--- src/rtl/ultrasonic_pkg.sv ---
// ultrasonic_pkg: shared constants and filter FSM encoding for the ultrasonic ranging path
package ultrasonic_pkg;
  localparam int US_PER_CM = 58;
  localparam int NEAR_CM = 50;
  localparam int HYST_CM = 5;
  typedef enum logic [2:0] {S_IDLE, S_CHECK, S_DIVIDE, S_ACCUM, S_OUTPUT} state_t;
endpackage

--- src/rtl/serial_divider.sv ---
// serial_divider: restoring divider by a constant, one quotient bit per cycle after start
module serial_divider #(
  parameter int W = 14,
  parameter int QW = 9,
  parameter int DIVISOR = 58
)(
  input  logic          clk,
  input  logic          rst_n,
  input  logic          start,
  input  logic [W-1:0]  dividend,
  output logic          done,
  output logic [QW-1:0] quotient
);
  localparam int RW = $clog2(DIVISOR);
  localparam int CW = $clog2(W + 1);
  logic [RW-1:0] r_rem;
  logic [W-1:0]  r_q;
  logic [CW-1:0] r_cnt;
  logic [RW:0]   w_sh;
  logic          w_ge;
  // remainder stays below DIVISOR, so the shifted value needs only one extra bit
  assign w_sh = {r_rem, r_q[W-1]};
  assign w_ge = w_sh >= (RW+1)'(DIVISOR);
  assign done = r_cnt == CW'(1);
  assign quotient = r_q[QW-1:0];
  always_ff @(posedge clk or negedge rst_n) begin
    if (!rst_n) begin
      r_rem <= '0;
      r_q <= '0;
      r_cnt <= '0;
    end else if (start) begin
      r_rem <= '0;
      r_q <= dividend;
      r_cnt <= CW'(W);
    end else if (r_cnt != '0) begin
      r_rem <= RW'(w_ge ? w_sh - (RW+1)'(DIVISOR) : w_sh);
      r_q <= {r_q[W-2:0], w_ge};
      r_cnt <= r_cnt - 1'b1;
    end
  end
endmodule

--- src/rtl/distance_filter.sv ---
// distance_filter: validates echo times, converts to cm, averages 4 samples and drives a hysteretic near flag
module distance_filter #(
  parameter int TIMER_WIDTH = 14,
  parameter int US_PER_CM = ultrasonic_pkg::US_PER_CM,
  parameter int MAX_VALID_US = 14999,
  parameter int NEAR_CM = ultrasonic_pkg::NEAR_CM,
  parameter int HYST_CM = ultrasonic_pkg::HYST_CM,
  parameter int MISS_LIMIT = 3,
  localparam int DIST_W = $clog2((2**TIMER_WIDTH)/US_PER_CM + 1)
)(
  input  logic                   clk,
  input  logic                   rst_n,
  input  logic [TIMER_WIDTH-1:0] recordTimer,
  input  logic                   busy,
  output logic [DIST_W-1:0]      distanceCm,
  output logic                   distanceValid,
  output logic                   near,
  output logic                   newSample,
  output logic                   sampleError
);
  import ultrasonic_pkg::*;
  localparam int SUM_W = DIST_W + 2;
  localparam int MISS_W = $clog2(MISS_LIMIT + 1);
  state_t                 r_state, w_next;
  logic                   r_busy_d;
  logic [TIMER_WIDTH-1:0] r_sample;
  logic [MISS_W-1:0]      r_miss;
  logic [DIST_W-1:0]      r_hist [4];
  logic [1:0]             r_head;
  logic [2:0]             r_fill;
  logic [SUM_W-1:0]       r_sum;
  logic [DIST_W-1:0]      r_dist;
  logic                   r_valid, r_near, r_err;
  logic                   w_edge, w_invalid, w_start, w_done, w_drop, w_new;
  logic [DIST_W-1:0]      w_quot, w_avg;
  logic [MISS_W-1:0]      w_miss_next;
  logic [2:0]             w_fill_next;
  logic [SUM_W-1:0]       w_sum_next;
  assign w_edge = r_busy_d & ~busy;
  assign w_invalid = r_sample == '0 || r_sample > TIMER_WIDTH'(MAX_VALID_US);
  assign w_miss_next = r_miss == MISS_W'(MISS_LIMIT) ? r_miss : r_miss + 1'b1;
  assign w_drop = w_invalid && w_miss_next == MISS_W'(MISS_LIMIT);
  assign w_fill_next = r_fill == 3'd4 ? r_fill : r_fill + 3'd1;
  // oldest slot reads zero until the history is full, so the running sum never needs a special case
  assign w_sum_next = r_sum + {2'b00, w_quot} - {2'b00, r_hist[r_head]};
  assign w_avg = w_sum_next[SUM_W-1:2];
  serial_divider #(.W(TIMER_WIDTH), .QW(DIST_W), .DIVISOR(US_PER_CM)) u_div (
    .clk(clk),
    .rst_n(rst_n),
    .start(w_start),
    .dividend(r_sample),
    .done(w_done),
    .quotient(w_quot)
  );
  always_ff @(posedge clk or negedge rst_n) begin
    if (!rst_n) r_state <= S_IDLE;
    else r_state <= w_next;
  end
  always_comb begin
    w_next = r_state;
    case (r_state)
      S_IDLE:   w_next = w_edge ? S_CHECK : S_IDLE;
      S_CHECK:  w_next = w_invalid ? S_IDLE : S_DIVIDE;
      S_DIVIDE: w_next = w_done ? S_ACCUM : S_DIVIDE;
      S_ACCUM:  w_next = S_OUTPUT;
      default:  w_next = S_IDLE;
    endcase
  end
  always_comb begin
    w_start = r_state == S_CHECK && !w_invalid;
    w_new = r_state == S_OUTPUT;
  end
  always_ff @(posedge clk or negedge rst_n) begin
    if (!rst_n) begin
      r_busy_d <= 1'b0;
      r_sample <= '0;
      r_miss <= '0;
      for (int i = 0; i < 4; i++) r_hist[i] <= '0;
      r_head <= '0;
      r_fill <= '0;
      r_sum <= '0;
      r_dist <= '0;
      r_valid <= 1'b0;
      r_near <= 1'b0;
      r_err <= 1'b0;
    end else begin
      r_busy_d <= busy;
      r_err <= r_state == S_CHECK && w_invalid;
      if (r_state == S_IDLE && w_edge) r_sample <= recordTimer;
      if (r_state == S_CHECK) begin
        r_miss <= w_invalid ? w_miss_next : '0;
        if (w_drop) begin
          for (int i = 0; i < 4; i++) r_hist[i] <= '0;
          r_head <= '0;
          r_fill <= '0;
          r_sum <= '0;
          r_valid <= 1'b0;
          r_near <= 1'b0;
        end
      end
      if (r_state == S_ACCUM) begin
        r_hist[r_head] <= w_quot;
        r_head <= r_head + 1'b1;
        r_fill <= w_fill_next;
        r_sum <= w_sum_next;
        r_dist <= w_avg;
        r_valid <= w_fill_next == 3'd4;
        if (w_fill_next == 3'd4)
          r_near <= w_avg <= DIST_W'(NEAR_CM) ? 1'b1 :
                    w_avg > DIST_W'(NEAR_CM + HYST_CM) ? 1'b0 : r_near;
      end
    end
  end
  assign distanceCm = r_dist;
  assign distanceValid = r_valid;
  assign near = r_near;
  assign newSample = w_new;
  assign sampleError = r_err;
endmodule

--- config.mk ---
export PLATFORM = sky130hd
export DESIGN_NAME = distance_filter
export DESIGN_NICKNAME = d
export VERILOG_FILES = /design/src/rtl/ultrasonic_pkg.sv /design/src/rtl/serial_divider.sv /design/src/rtl/distance_filter.sv
export SDC_FILE = /design/constraint.sdc
export NUM_CORES = 1
export LEC_CHECK = 0
export CAP_MARGIN = 20
export CORE_MARGIN = 1
export CORE_UTILIZATION = 30
export DETAILED_ROUTE_END_ITERATION = 7
export HOLD_SLACK_MARGIN = 0.1
export MAX_ROUTING_LAYER = met4
export SLEW_MARGIN = 20
export SYNTH_ARGS = -nofsm -noshare
export SYNTH_HDL_FRONTEND = slang
export SYNTH_SLANG_ARGS = --single-unit
--- constraint.sdc ---
create_clock -name clk -period 5.75 [get_ports clk]
set_input_delay 1.4375 -clock clk [delete_from_list [all_inputs] [get_ports clk]]
set_output_delay 1.4375 -clock clk [all_outputs]
set_load 0.01 [all_outputs]
---- After elaboration in Yosys (flattened, before gate mapping) ----
Cells that the tools add are included.
storage, ports and cells
  flip-flop bits (word level) ............. 108
  input bits .............................. 17
  output and inout port bits .............. 13
  word-level logic and storage cells ...... 99
operators by class
  add/sub/neg operators ................... 7
  $lt $le $gt $ge ......................... 6
  eq/ne operators ......................... 10
  mux-type cells .......................... 41
  bitwise gates (word level) .............. 3
  reduce and logical (&&, ||, !) cells .... 14
operator list
  kind                    count
  $mux W36                3
  $bwmux W36              1
  $mux W11                3
  $mux W14                2
  $mux W9                 3
  $bmux W9 S2             1
  $demux W9 S2            1
  $mux W6                 3
  $gt A14 B14 Y1 const B  1
  $logic_not A14 Y1       1
  $mux W2                 6
  $mux W3                 4
  $pmux W3 S4             1
  $add A11 B9 Y11         1
  $mux W1                 11
  $sub A11 B9 Y11         1
  $eq A3 B3 Y1 const B    3
  $gt A9 B6 Y1 const B    1
  $le A9 B6 Y1 const B    1
  $mux W4                 2
  $ge A7 B6 Y1 const B    1
  $eq A3 B2 Y1 const B    2
  $reduce_bool A2 Y1      3
  $sub A6 B6 Y6 const B   1
  18 further kinds        24

---- Depth between registers and ports, before layout ----
  word-level depth ........................ 10
  gate-level depth with buffers ........... 14
  mapped depth without buffers ............ 13

---- By module ----
From an unflattened synthesis, not the netlist that was laid out.
second synthesis, totals
  cells, all modules ...................... 506
  area total of the unflattened synthesis .. 5589.1 um^2
modules (own cells, without submodules)
  module           times used  cells each  area an instance (um^2)  sequential area each (um^2)
  distance_filter  1           374         4289.1                   2102.0
  serial_divider   1           132         1300.0                   600.6

---- Worst setup path after synthesis ----
OpenSTA, ideal clock, no wires.
  path type ............................... reg2reg
  start ................................... register r_head[0]
  end ..................................... register r_dist[6], in the netlist distanceCm[6]
  library setup time ...................... 0.118 ns
  data arrival time ....................... 3.438 ns
  data required time ...................... 5.632 ns
  slack ................................... 2.194 ns
  cell stages (with the launch flop) ...... 13
  path buffers ............................ 1
  period minus slack after synthesis ...... 3.556 ns
  path through ............................ dfrtp_1 buf_1 mux4_2 fa_1 inv_1 ha_1 nor2b_1 o2111ai_1 nand2_1 o41ai_1 xor2_1 nor2_1 a21o_1
on the way
  longest elaborated chain between the ends .. 5
RTL lines
  item                                         line                    RTL
  from (decl)                                  distance_filter.sv:29   logic [1:0] r_head;
  from (signal assigned)                       distance_filter.sv:103  r_head <= r_head + 1'b1;
  $not A2 Y3 (implied by the code)             distance_filter.sv:45   assign w_sum_next = r_sum + {2'b00, w_quot} - {2'b00, r_hist[r_head]};
  $bmux W9 S2                                  distance_filter.sv:45
  $mux W9 (implied by the code) (2 in series)  distance_filter.sv:45
  $sub A11 B9 Y11                              distance_filter.sv:45
  to (signal assigned)                         distance_filter.sv:106  r_dist <= w_avg;
  to (decl)                                    distance_filter.sv:32   logic [DIST_W-1:0] r_dist;
Every way passes these cells. The select of a mux whose other input is x is not followed.
A chain may end at the register's enable or synchronous reset.

---- Worst setup path in the final report ----
  start ................................... register r_head[0]
  end ..................................... register r_sum[8]
on the way
  longest elaborated chain between the ends .. 6
RTL lines
  item                                         line                    RTL
  $not A2 Y3 (implied by the code)             distance_filter.sv:45
  $bmux W9 S2                                  distance_filter.sv:45
  $mux W9 (implied by the code) (2 in series)  distance_filter.sv:45
  $sub A11 B9 Y11                              distance_filter.sv:45
  $mux W11                                     distance_filter.sv:101  if (r_state == S_ACCUM) begin
  to (signal assigned)                         distance_filter.sv:105  r_sum <= w_sum_next;
  to (decl)                                    distance_filter.sv:31   logic [SUM_W-1:0] r_sum;
Every way passes these cells. The select of a mux whose other input is x is not followed.

==> out/qor.csv <==
stage,metric,value,unit
final_layout,num_antenna_cells,0,
synth,postSynthAreaPerCell,10.7,µm²
global_routing,grt_max_degree,73,
placement,hpwl,8680,µm
setup_path,worstPathBufferInverterCount,1,
floorplan,io_pins,30,
setup_path,start_kind,flip-flop,
sta,finalSetupViolations,0,
synth,ys_top_cells_by_area,"dfrtp_1 50%, a22o_1 6.4%, ha_1 4.8%, nand2_1 4.1%, mux4_2 3.7%",
drt,wire_per_inst,16.2,µm
final_layout,regArea,2700,µm²
clock_tree,postCtsHoldBufs,0,
sta,maxSlewHeadroom,0.323,
clock_tree,cts.sinks,108,
setup_path,crit_family,adder cells,
setup_path,crit_fanout,14,
floorplan,die_x,137,µm
placement,routabilityCongestion,0.807,
clock_tree,clkLatencyLatePin,0.36,ns
clock_tree,path_clk_slew,0.07,ns
worst_hold_path,hold_path_class,reg -> reg,
clock_tree,cts_setup_buffers,0,
synth,synth_most_common_cell,dfrtp_1,
synth,async_flop_share,1.00,
flow_run,max_cap_viol_count,0,
final_layout,fill_cells,1749,
setup_path,arrival,4.00,ns
clock_tree,cts_resized,0,
setup_path,crit_chain,mux4_2 > fa_1 > inv_1 > ha_1 > nor2b_1 > o2111ai_1 > nand2_1 > o41ai_1 > xor2_1 > nor2_1 > a21o_1,
final_layout,multi_input_area,2460,µm²
sta,tightestPinTransition,1.01,ns
sta,period_share,0.652,
floorplan,core,17500,µm²
floorplan,die_h,137,µm
sta,hold_viol,0,
sta,skew,0.0102,ns
synth,synth_top_area_cell,dfrtp_1,
sta,rsz0062_at_grt,no,
drt,drtPass1Iterations,4,
placement,numPortBuffers,29,
setup_path,required,6.00,ns
drt,drc,0,
global_routing,grt_pass1_wl,20600,µm
sta,fin_tns_setup,0,ns
synth,synth_edf_count,0,
synth,synth_nets,554,
setup_path,cp-end-kind,flip-flop,
drt,dr_total_vias,3764,
synth,yosysWarnings,0,
floorplan,die_area,18700,µm²
floorplan,start_util,0.311,
clock_tree,cts_tree,yes,
sta,min_period,3.75,ns
synth,ys_seq_area_frac,0.496,
drt,final_antenna_net_count,0,
final_layout,nNetsFinal,574,
drt,wl,12200,µm
synth,yosys-top-cells-count,"108 x dfrtp_1, 60 x nand2_1, 49 x inv_1",
setup_path,cpMaxStageDelayCell,dfrtp_1,
global_routing,grt_antenna_before_repair,0,
final_layout,syn2layout_area_growth,14.6,%
final_layout,drive_gt1_frac,0.102,
status,status,"complete, no violations",
synth,ys.flop_type,dfrtp_1,
global_routing,gr-total-overflow,0,
floorplan,rows,48,
sta,timing.fmax,267,MHz
synth,ys_seq_elements,108,
synth,synth.distinct_cells,53,
global_routing,grt_use_total,0.148,
drt,routed_via_density,4.97,
setup_path,cpPeakStageDelay,0.79,ns
clock_tree,cts_buffers,9,
sta,slew_viol_final,0,
global_routing,grt_pass1_vias,3941,
clock_tree,cts_max_level,3,
clock_tree,ctsLongestPathBuffers,2,
clock_tree,cts-root-buf,clkbuf_16,
setup_path,crit_type,reg -> reg,
drt,drtIter0Drc,254,
synth,syn_inst,507,
synth,syn_area,5450,µm²
synth,synth_top_area_frac,0.496,
-- state kept, by name, summed over array words and instances (netlist names), 2 cells and up --
signal       cells
distanceCm       9
r_sum           11
r_state          3
u_div.r_cnt      4
r_hist          36
r_sample        14
r_fill           3
r_miss           2
u_div.r_rem      6
u_div.r_q       14
r_head           2
-- through the flow --
step | util | area [µm²] | cells | hold slack [ns] | setup WS [ns]
CTS | 0.356 | 6240 | 757 | 0.482 | 2.03
finish | 0.356 | 6240 | 757 | 0.476 | 2.00
floorplan | - | 5450 | 507 | 0.446 | 2.19
detailed placement | 0.338 | 5930 | 741 | 0.466 | 2.04
global placement | 0.338 | 5930 | 741 | 0.461 | 2.06
global route | 0.356 | 6240 | 757 | 0.506 | 1.79
-- tightest hold or removal path, delay by kind of cell (launching register included) --
family / cells / cell delay (ns)
flip-flops: 1 / 0.34
AND/OR/NAND/NOR: 2 / 0.10
-- cells by family (layout without fill, tap and decap cells) --
kind of cell / Yosys count / count (layout) / synth area share
AND/OR/NAND/NOR: 133 / 133 / 0.112
adder cells (fa/ha/maj): 30 / 30 / 0.0813
flip-flops: 108 / 108 / 0.496
multiplexers: 24 / 24 / 0.0682
AO/OA/AOI/OAI: 125 / 125 / 0.164
XOR/XNOR: 16 / 16 / 0.0257
buffers and inverters: 71 / 96 / 0.0526
-- cell type report --
type	count	area share
sequential	108	0.433
multi-input combinational	328	0.394
timing repair buffer	30	0.0473
tap	225	0.0451
clock buffer	11	0.0405
inverter	50	0.0301
clock inverter	5	0.0106
-- path summary, 6_finish.rpt --
kind                          startpoint            end  slack [ns]  cells past startpoint
max                            r_head[0]       r_sum[8]        2.00                     11
min in group asynchronous          rst_n    r_sample[3]        1.21                      1
max in group asynchronous          rst_n           near        3.51                      2
max reg2reg                    r_head[0]       r_sum[8]        2.00                     11
min                        distanceCm[1]  distanceCm[1]        0.48                      2
min reg2reg                distanceCm[1]  distanceCm[1]        0.48                      2
-- per-layer routing --
| metal | vias up | GRT usage | routed length, µm |
|---|---|---|---|
| met5 | - | - | 0 |
| met4 | 0 | 0.0475 | 161 |
| met3 | 12 | 0.0393 | 627 |
| met2 | 97 | 0.232 | 5800 |
| met1 | 1850 | 0.185 | 5640 |
| li1 | 1805 | - | - |
-- layout by cell type (no fill, tap or decap), drive strengths merged, types with 9 or more instances in the layout --
cell type        n
xnor2           13
mux4             9
ha              21
nor2            42
a22o            40
clkdlybuf4s50   28
a21oi           22
o21ai           25
a21o            15
clkbuf          11
fa               9
inv             51
dfrtp          108
nand2           60
mux2            15
Power is left out: the tool's default activity adds up to more than one toggle a clock period on the data nets, which glitch-free logic cannot reach.
